===== src/rtl/load_store_unit_if.sv =====
// Core request/response and word-memory bus of the load/store unit.
// The LSU connects through the slave modport; the core/memory side uses master.
interface load_store_unit_if #(
  parameter int ADDR_WIDTH = 32,
  parameter int DATA_WIDTH = 32
);
  logic                  req_valid;
  logic                  req_ready;
  logic                  req_write;
  logic [2:0]            req_funct3;
  logic [ADDR_WIDTH-1:0] req_address;
  logic [DATA_WIDTH-1:0] req_wdata;

  logic                  resp_valid;
  logic [DATA_WIDTH-1:0] resp_rdata;
  logic                  resp_fault;

  logic                  mem_read;
  logic                  mem_write;
  logic [2:0]            mem_option;
  logic [ADDR_WIDTH-1:0] mem_address;
  logic [DATA_WIDTH-1:0] mem_wdata;
  logic                  mem_response;
  logic [DATA_WIDTH-1:0] mem_rdata;

  modport slave (
    input  req_valid, req_write, req_funct3, req_address, req_wdata,
    input  mem_response, mem_rdata,
    output req_ready, resp_valid, resp_rdata, resp_fault,
    output mem_read, mem_write, mem_option, mem_address, mem_wdata
  );

  modport master (
    output req_valid, req_write, req_funct3, req_address, req_wdata,
    output mem_response, mem_rdata,
    input  req_ready, resp_valid, resp_rdata, resp_fault,
    input  mem_read, mem_write, mem_option, mem_address, mem_wdata
  );
endinterface


===== src/rtl/load_store_unit.sv =====
// Byte/halfword/word load-store unit in front of a word-only data memory.
// Define LSU_MISALIGN_TRAP_EN to fault misaligned halfword/word accesses.
module load_store_unit #(
  parameter int ADDR_WIDTH = 32,
  parameter int DATA_WIDTH = 32
) (
  input  logic clk,
  input  logic reset,
  load_store_unit_if.slave bus
);

  typedef enum logic [1:0] {IDLE, READ, WRITE, DONE} state_t;

  state_t state, state_next;

  logic                  write_q;
  logic [2:0]            funct3_q;
  logic [ADDR_WIDTH-1:0] addr_q;
  logic [DATA_WIDTH-1:0] wdata_q;
  logic [DATA_WIDTH-1:0] word_q;
  logic [DATA_WIDTH-1:0] rdata_q;
  logic                  fault_q;

  logic                  req_ready;
  logic                  mem_read;
  logic                  mem_write;
  logic                  resp_valid;
  logic                  cap_req;
  logic                  cap_word;
  logic                  done_load;
  logic                  done_store;
  logic                  done_fault;
  logic                  req_illegal;
  logic                  req_misaligned;
  logic [7:0]            load_byte;
  logic [15:0]           load_half;
  logic [DATA_WIDTH-1:0] load_data;
  logic [DATA_WIDTH-1:0] merged;

  always_comb begin
    if (bus.req_write)
      req_illegal = !(bus.req_funct3 inside {3'b000, 3'b001, 3'b010});
    else
      req_illegal = bus.req_funct3 inside {3'b011, 3'b110, 3'b111};
  end

`ifdef LSU_MISALIGN_TRAP_EN
  // funct3[1:0] is 01 for every halfword op and 10 for word ops
  assign req_misaligned = ((bus.req_funct3[1:0] == 2'b01) && bus.req_address[0]) ||
                          ((bus.req_funct3[1:0] == 2'b10) && (bus.req_address[1:0] != 2'b00));
`else
  assign req_misaligned = 1'b0;
`endif

  always_comb begin
    load_byte = bus.mem_rdata[{addr_q[1:0], 3'b000} +: 8];
    load_half = addr_q[1] ? bus.mem_rdata[31:16] : bus.mem_rdata[15:0];
    case (funct3_q)
      3'b000:  load_data = {{24{load_byte[7]}}, load_byte};
      3'b100:  load_data = {24'd0, load_byte};
      3'b001:  load_data = {{16{load_half[15]}}, load_half};
      3'b101:  load_data = {16'd0, load_half};
      default: load_data = bus.mem_rdata;
    endcase
  end

  always_comb begin
    merged = word_q;
    case (funct3_q[1:0])
      2'b00:   merged[{addr_q[1:0], 3'b000} +: 8] = wdata_q[7:0];
      2'b01:   merged[{addr_q[1], 4'b0000} +: 16] = wdata_q[15:0];
      default: merged = wdata_q;
    endcase
  end

  always_ff @(posedge clk) begin
    if (!reset)
      state <= IDLE;
    else
      state <= state_next;
  end

  always_comb begin
    state_next = state;
    req_ready  = 1'b0;
    mem_read   = 1'b0;
    mem_write  = 1'b0;
    resp_valid = 1'b0;
    cap_req    = 1'b0;
    cap_word   = 1'b0;
    done_load  = 1'b0;
    done_store = 1'b0;
    done_fault = 1'b0;
    case (state)
      IDLE: begin
        req_ready = reset;
        if (bus.req_valid && req_ready) begin
          cap_req = 1'b1;
          if (req_illegal || req_misaligned) begin
            done_fault = 1'b1;
            state_next = DONE;
          end else if (bus.req_write && (bus.req_funct3 == 3'b010)) begin
            state_next = WRITE;
          end else begin
            state_next = READ;
          end
        end
      end
      READ: begin
        mem_read = 1'b1;
        if (bus.mem_response) begin
          cap_word = 1'b1;
          if (write_q) begin
            state_next = WRITE;
          end else begin
            done_load  = 1'b1;
            state_next = DONE;
          end
        end
      end
      WRITE: begin
        mem_write = 1'b1;
        if (bus.mem_response) begin
          done_store = 1'b1;
          state_next = DONE;
        end
      end
      DONE: begin
        resp_valid = 1'b1;
        state_next = IDLE;
      end
      default: state_next = IDLE;
    endcase
  end

  // Response registers only change on the way into DONE, so they hold between responses
  always_ff @(posedge clk) begin
    if (!reset) begin
      write_q  <= 1'b0;
      funct3_q <= '0;
      addr_q   <= '0;
      wdata_q  <= '0;
      word_q   <= '0;
      rdata_q  <= '0;
      fault_q  <= 1'b0;
    end else begin
      if (cap_req) begin
        write_q  <= bus.req_write;
        funct3_q <= bus.req_funct3;
        addr_q   <= bus.req_address;
        wdata_q  <= bus.req_wdata;
      end
      if (cap_word)
        word_q <= bus.mem_rdata;
      if (done_load) begin
        rdata_q <= load_data;
        fault_q <= 1'b0;
      end
      if (done_store) begin
        rdata_q <= '0;
        fault_q <= 1'b0;
      end
      if (done_fault) begin
        rdata_q <= '0;
        fault_q <= 1'b1;
      end
    end
  end

  assign bus.req_ready   = req_ready;
  assign bus.resp_valid  = resp_valid;
  assign bus.resp_rdata  = rdata_q;
  assign bus.resp_fault  = fault_q;
  assign bus.mem_read    = mem_read;
  assign bus.mem_write   = mem_write;
  assign bus.mem_option  = 3'b010;
  assign bus.mem_address = {addr_q[ADDR_WIDTH-1:2], 2'b00};
  assign bus.mem_wdata   = merged;

endmodule


===== src/flat_wrapper.sv =====
// flat-port wrapper written by rule: the top's interface ports become plain ports
module load_store_unit_flat 
#(
  parameter int ADDR_WIDTH = 32,
  parameter int DATA_WIDTH = 32
)
  (clk, reset, bus_req_valid, bus_req_write, bus_req_funct3, bus_req_address, bus_req_wdata, bus_mem_response, bus_mem_rdata, bus_req_ready, bus_resp_valid, bus_resp_rdata, bus_resp_fault, bus_mem_read, bus_mem_write, bus_mem_option, bus_mem_address, bus_mem_wdata);
  load_store_unit_if #(.ADDR_WIDTH(ADDR_WIDTH), .DATA_WIDTH(DATA_WIDTH)) bus_i ();
  input  logic clk;
  input  logic reset;
  input wire logic [$bits(bus_i.req_valid)-1:0] bus_req_valid;
  input wire logic [$bits(bus_i.req_write)-1:0] bus_req_write;
  input wire logic [$bits(bus_i.req_funct3)-1:0] bus_req_funct3;
  input wire logic [$bits(bus_i.req_address)-1:0] bus_req_address;
  input wire logic [$bits(bus_i.req_wdata)-1:0] bus_req_wdata;
  input wire logic [$bits(bus_i.mem_response)-1:0] bus_mem_response;
  input wire logic [$bits(bus_i.mem_rdata)-1:0] bus_mem_rdata;
  output wire logic [$bits(bus_i.req_ready)-1:0] bus_req_ready;
  output wire logic [$bits(bus_i.resp_valid)-1:0] bus_resp_valid;
  output wire logic [$bits(bus_i.resp_rdata)-1:0] bus_resp_rdata;
  output wire logic [$bits(bus_i.resp_fault)-1:0] bus_resp_fault;
  output wire logic [$bits(bus_i.mem_read)-1:0] bus_mem_read;
  output wire logic [$bits(bus_i.mem_write)-1:0] bus_mem_write;
  output wire logic [$bits(bus_i.mem_option)-1:0] bus_mem_option;
  output wire logic [$bits(bus_i.mem_address)-1:0] bus_mem_address;
  output wire logic [$bits(bus_i.mem_wdata)-1:0] bus_mem_wdata;
  assign bus_i.req_valid = bus_req_valid;
  assign bus_i.req_write = bus_req_write;
  assign bus_i.req_funct3 = bus_req_funct3;
  assign bus_i.req_address = bus_req_address;
  assign bus_i.req_wdata = bus_req_wdata;
  assign bus_i.mem_response = bus_mem_response;
  assign bus_i.mem_rdata = bus_mem_rdata;
  assign bus_req_ready = bus_i.req_ready;
  assign bus_resp_valid = bus_i.resp_valid;
  assign bus_resp_rdata = bus_i.resp_rdata;
  assign bus_resp_fault = bus_i.resp_fault;
  assign bus_mem_read = bus_i.mem_read;
  assign bus_mem_write = bus_i.mem_write;
  assign bus_mem_option = bus_i.mem_option;
  assign bus_mem_address = bus_i.mem_address;
  assign bus_mem_wdata = bus_i.mem_wdata;
  load_store_unit #(.ADDR_WIDTH(ADDR_WIDTH), .DATA_WIDTH(DATA_WIDTH)) u_core (.clk(clk), .reset(reset), .bus(bus_i));
endmodule

===== config.mk =====
export PLATFORM = sky130hd
export DESIGN_NAME = load_store_unit_flat
export DESIGN_NICKNAME = d
export VERILOG_FILES = /design/src/rtl/load_store_unit_if.sv /design/src/rtl/load_store_unit.sv /design/src/flat_wrapper.sv
export SDC_FILE = /design/constraint.sdc
export NUM_CORES = 1
export LEC_CHECK = 0
export BUFFER_PORTS_ARGS = -buffer_cell sky130_fd_sc_hd__clkbuf_2
export CORE_ASPECT_RATIO = 1.5
export CORE_UTILIZATION = 52
export DETAILED_ROUTE_END_ITERATION = 8
export GPL_TIMING_DRIVEN = 0
export PLACE_DENSITY = 0.84
export SYNTH_ARGS = -nofsm -noshare
export SYNTH_HDL_FRONTEND = slang
export SYNTH_SLANG_ARGS = --single-unit

===== constraint.sdc =====
create_clock -name clk -period 3 [get_ports clk]
set_input_delay 0.45 -clock clk [delete_from_list [all_inputs] [get_ports clk]]
set_output_delay 0.45 -clock clk [all_outputs]
set_load 0.01 [all_outputs]

==> flow_summary.toml <==
[run_status]
outcome = "completed"

[timing]
fin_skew_ns = 0.0123
fin_crit_sh = 0.980
slew_violations = 0
max_slew_margin = 0.468
worst_pin_slew_ns = 0.796
rsz0062_at_grt = "no"
finalHoldViolCount = 0
setup_viol = 0
fmaxAchievable_mhz = 340
min_period_ns = 2.94
tns_ns = 0

[floorplanning]
rows = 50
die_height_um = 141
die_w_um = 94.6
initial_core_util = 0.535
die-area_mm2 = 0.0133
io_pins = 208
core_mm2 = 0.0125

[detailed_routing]
vias_per_cell = 5.62
antenna_left = 0
drtPass1Iterations = 6
drt_iter0_drc = 644
finalWirelength_um = 21000
wire_per_inst_um = 16.9
vias = 6972
drc = 0

[critical_path]
arrival_ns = 2.49
cp_slowest_cell = "dfxtp_2"
cp_common_cell = "buf_6"
startpoint_type = "flop"
required_ns = 2.55
crit_family = "buffers and inverters"
path_max_fanout = 12
cp_num_buf_inv = 4
rrSetupSlack_ns = 0.31
crit_path_max_incr_delay_ns = 0.35
crit_type = "flop to output port"
path_cells = "buf_6, inv_1, buf_6, ha_2, nor3b_4, and3_4, a21oi_1, o221ai_2, clkbuf_2"
crit_path_end_kind = "output port"

[grt]
grt_use_total = 0.315
grt_pass1_vias = 6550
grt-ovfl-total = 0
grt_pass1_wl_um = 32200
grt_max_degree = 17
antenna_found_initial = 0

[power_and_ir_drop]
internal-power_w = 0.00399
p_sw_frac = 0.361
max-vdd-ir-drop_mv = 0.427
p_per_area_mw_per_mm2 = 730
clkPwrFrac = 0.309
p_seq_frac = 0.372
p_sw_w = 0.00225
power.share.combinational = 0.319
p_leak_nw = 3.86

[layout]
multi_input_comb_area_mm2 = 0.00350
final_cell_area_mm2 = 0.00856
fin_nets = 1185
stdcell_count = 1241
fillerInstances = 1034
register_area_mm2 = 0.00271
antenna_cells = 0
syn2layout_area_growth_pct = 27.9
drive_gt1_frac = 0.290

[placement]
placed_cells_incl_taps = 1208
numPortBuffers = 201
dp.final_hpwl_um = 15900
place_congestion = 0.932
dpl_cell_area_mm2 = 0.00790

[worst_hold_path]
min_path_type = "primary input to flop"

[synthesis]
syn-cell-area_mm2 = 0.00669
netlist_top_cells_count = "nand2_1, dfxtp_1, nand3_1"
ys_top_cells_by_area = "dfxtp_1, nand2_1, nand3_1, buf_4, o221ai_1"
syn_area_per_cell_um2 = 7.89
ys_types = 53
netlist.area_leader.share = 0.404
seq_area_frac_synth = 0.404
synth_seq_cells = 135
yosys_warnings = 0
yosysMostFrequentCell = "nand2_1"
async_flop_share = 0
ys_dominant_reg_cell = "dfxtp_1"
syn_inst = 848
synth_edf_count = 0
yosys.area.top_type = "dfxtp_1"

[cts]
clock-sinks = 135
cts_root_buf = "clkbuf_16"
cts_made_buffers = 17
cts_tree = "built"
cts.path.max_buffers = 2
clkLatencyLatePin_ns = 0.42
path_clk_slew_ns = 0.06
htree_levels = 4

[job]
maxCapViolCount = 0
[through the flow]
stage / total power (W) / setup slack, ns / hold slack, ns / util
4_1_cts: 0.00622 / 0.0250 / 0.199 / 0.681
3_5_place_dp: 0.00425 / -0.165 / 0.445 / 0.632
5_1_grt: 0.00654 / 0.0173 / 0.207 / 0.684
6_report: 0.00625 / 0.0586 / 0.208 / 0.684
3_3_place_gp: 0.00421 / -0.148 / 0.439 / 0.632
2_1_floorplan: 0.00356 / 0.458 / 0.434 / -
[layout make-up]
class | instances | share of cell area
multi-input combinational | 609 | 0.409
clock buffer | 20 | 0.0534
tap | 156 | 0.0228
clock inverter | 12 | 0.0110
buffer | 100 | 0.0654
timing repair buffer | 204 | 0.120
inverter | 5 | 0.00219
sequential | 135 | 0.316
[worst paths after layout]
kind | from | end | cells past startpoint
hold reg to reg | u_core.bus.resp_rdata[10] | u_core.bus.resp_rdata[10] | 2
hold / removal | bus_req_address[6] | u_core.addr_q[6] | 3
setup reg to reg | u_core.state[0] | u_core.bus.resp_rdata[19] | 7
setup / recovery | u_core.addr_q[1] | bus_mem_wdata[8] | 9
[worst reg2reg max path, cell delays in order, from the launching register on]
cell and delay, ns:
dfxtp_1 0.34, inv_1 0.10, ha_1 0.14, clkbuf_1 0.25, nand3_1 0.42, o311ai_2 0.85
buf_2 0.40, a211oi_1 0.08
[power groups by stage]
stage | logic [W] | registers [W] | clock network, W
3_3_place_gp | 0.00188 | 0.00233 | 0
2_1_floorplan | 0.00126 | 0.00231 | 0
4_1_cts | 0.00196 | 0.00231 | 0.00195
5_1_grt | 0.00217 | 0.00235 | 0.00202
3_5_place_dp | 0.00191 | 0.00234 | 0
6_report | 0.00200 | 0.00232 | 0.00193
[state kept, by name (all words and copies together) (netlist names)]
register and flops:
u_core.bus.resp_fault 1, u_core.word_q 32, u_core.funct3_q 3, u_core.addr_q 32, u_core.bus.resp_rdata 32, u_core.wdata_q 32
u_core.state 2, u_core.write_q 1
[placed cells by master, fill, tap and decap left out, drive strengths merged, types with 2 or more instances in the layout]
master	synthesis	routed
a211oi	17	17
a21boi	33	33
a21oi	27	27
a222oi	8	8
a22o	8	8
a22oi	8	8
and2	3	3
and3	3	3
buf	56	62
clkbuf	46	262
clkinv	0	2
clkinvlp	0	6
conb	2	5
dfxtp	135	135
ha	9	9
inv	5	9
mux2i	24	24
nand2	264	264
nand2b	4	4
nand3	69	69
nand3b	7	7
nor2	33	33
nor2b	20	20
nor3	3	3
nor3b	2	2
o21ai	3	3
o21bai	2	2
o221ai	30	30
o311ai	3	3
o32ai	7	7
or3	2	2
[kinds of logic after synthesis]
family          count (synthesis)  synth area share
other cells                     2           0.00112
mux                            24            0.0359
flops                         135             0.404
fa+ha+maj                       9            0.0168
compound gates                154             0.185
buf+inv                       107            0.0845
simple gates                  417             0.273
[timing repair]
item                                    in CTS  in global routing
endpoints found under the setup margin      32                 32
hold buffers                                 0                  0
setup buffers                                2                  1
resized for setup                           16                 12
pin swaps                                    1                  3
[routing by layer]
metal,global-route usage,vias up,wire (um),part of all wire
met5,0,-,0,0
met3,0.0793,93,1860,0.089
met4,0.203,0,1280,0.061
met2,0.538,401,10200,0.49
met1,0.339,3132,7630,0.36
li1,-,3346,-,-
(Power assumes the default switching activity.)
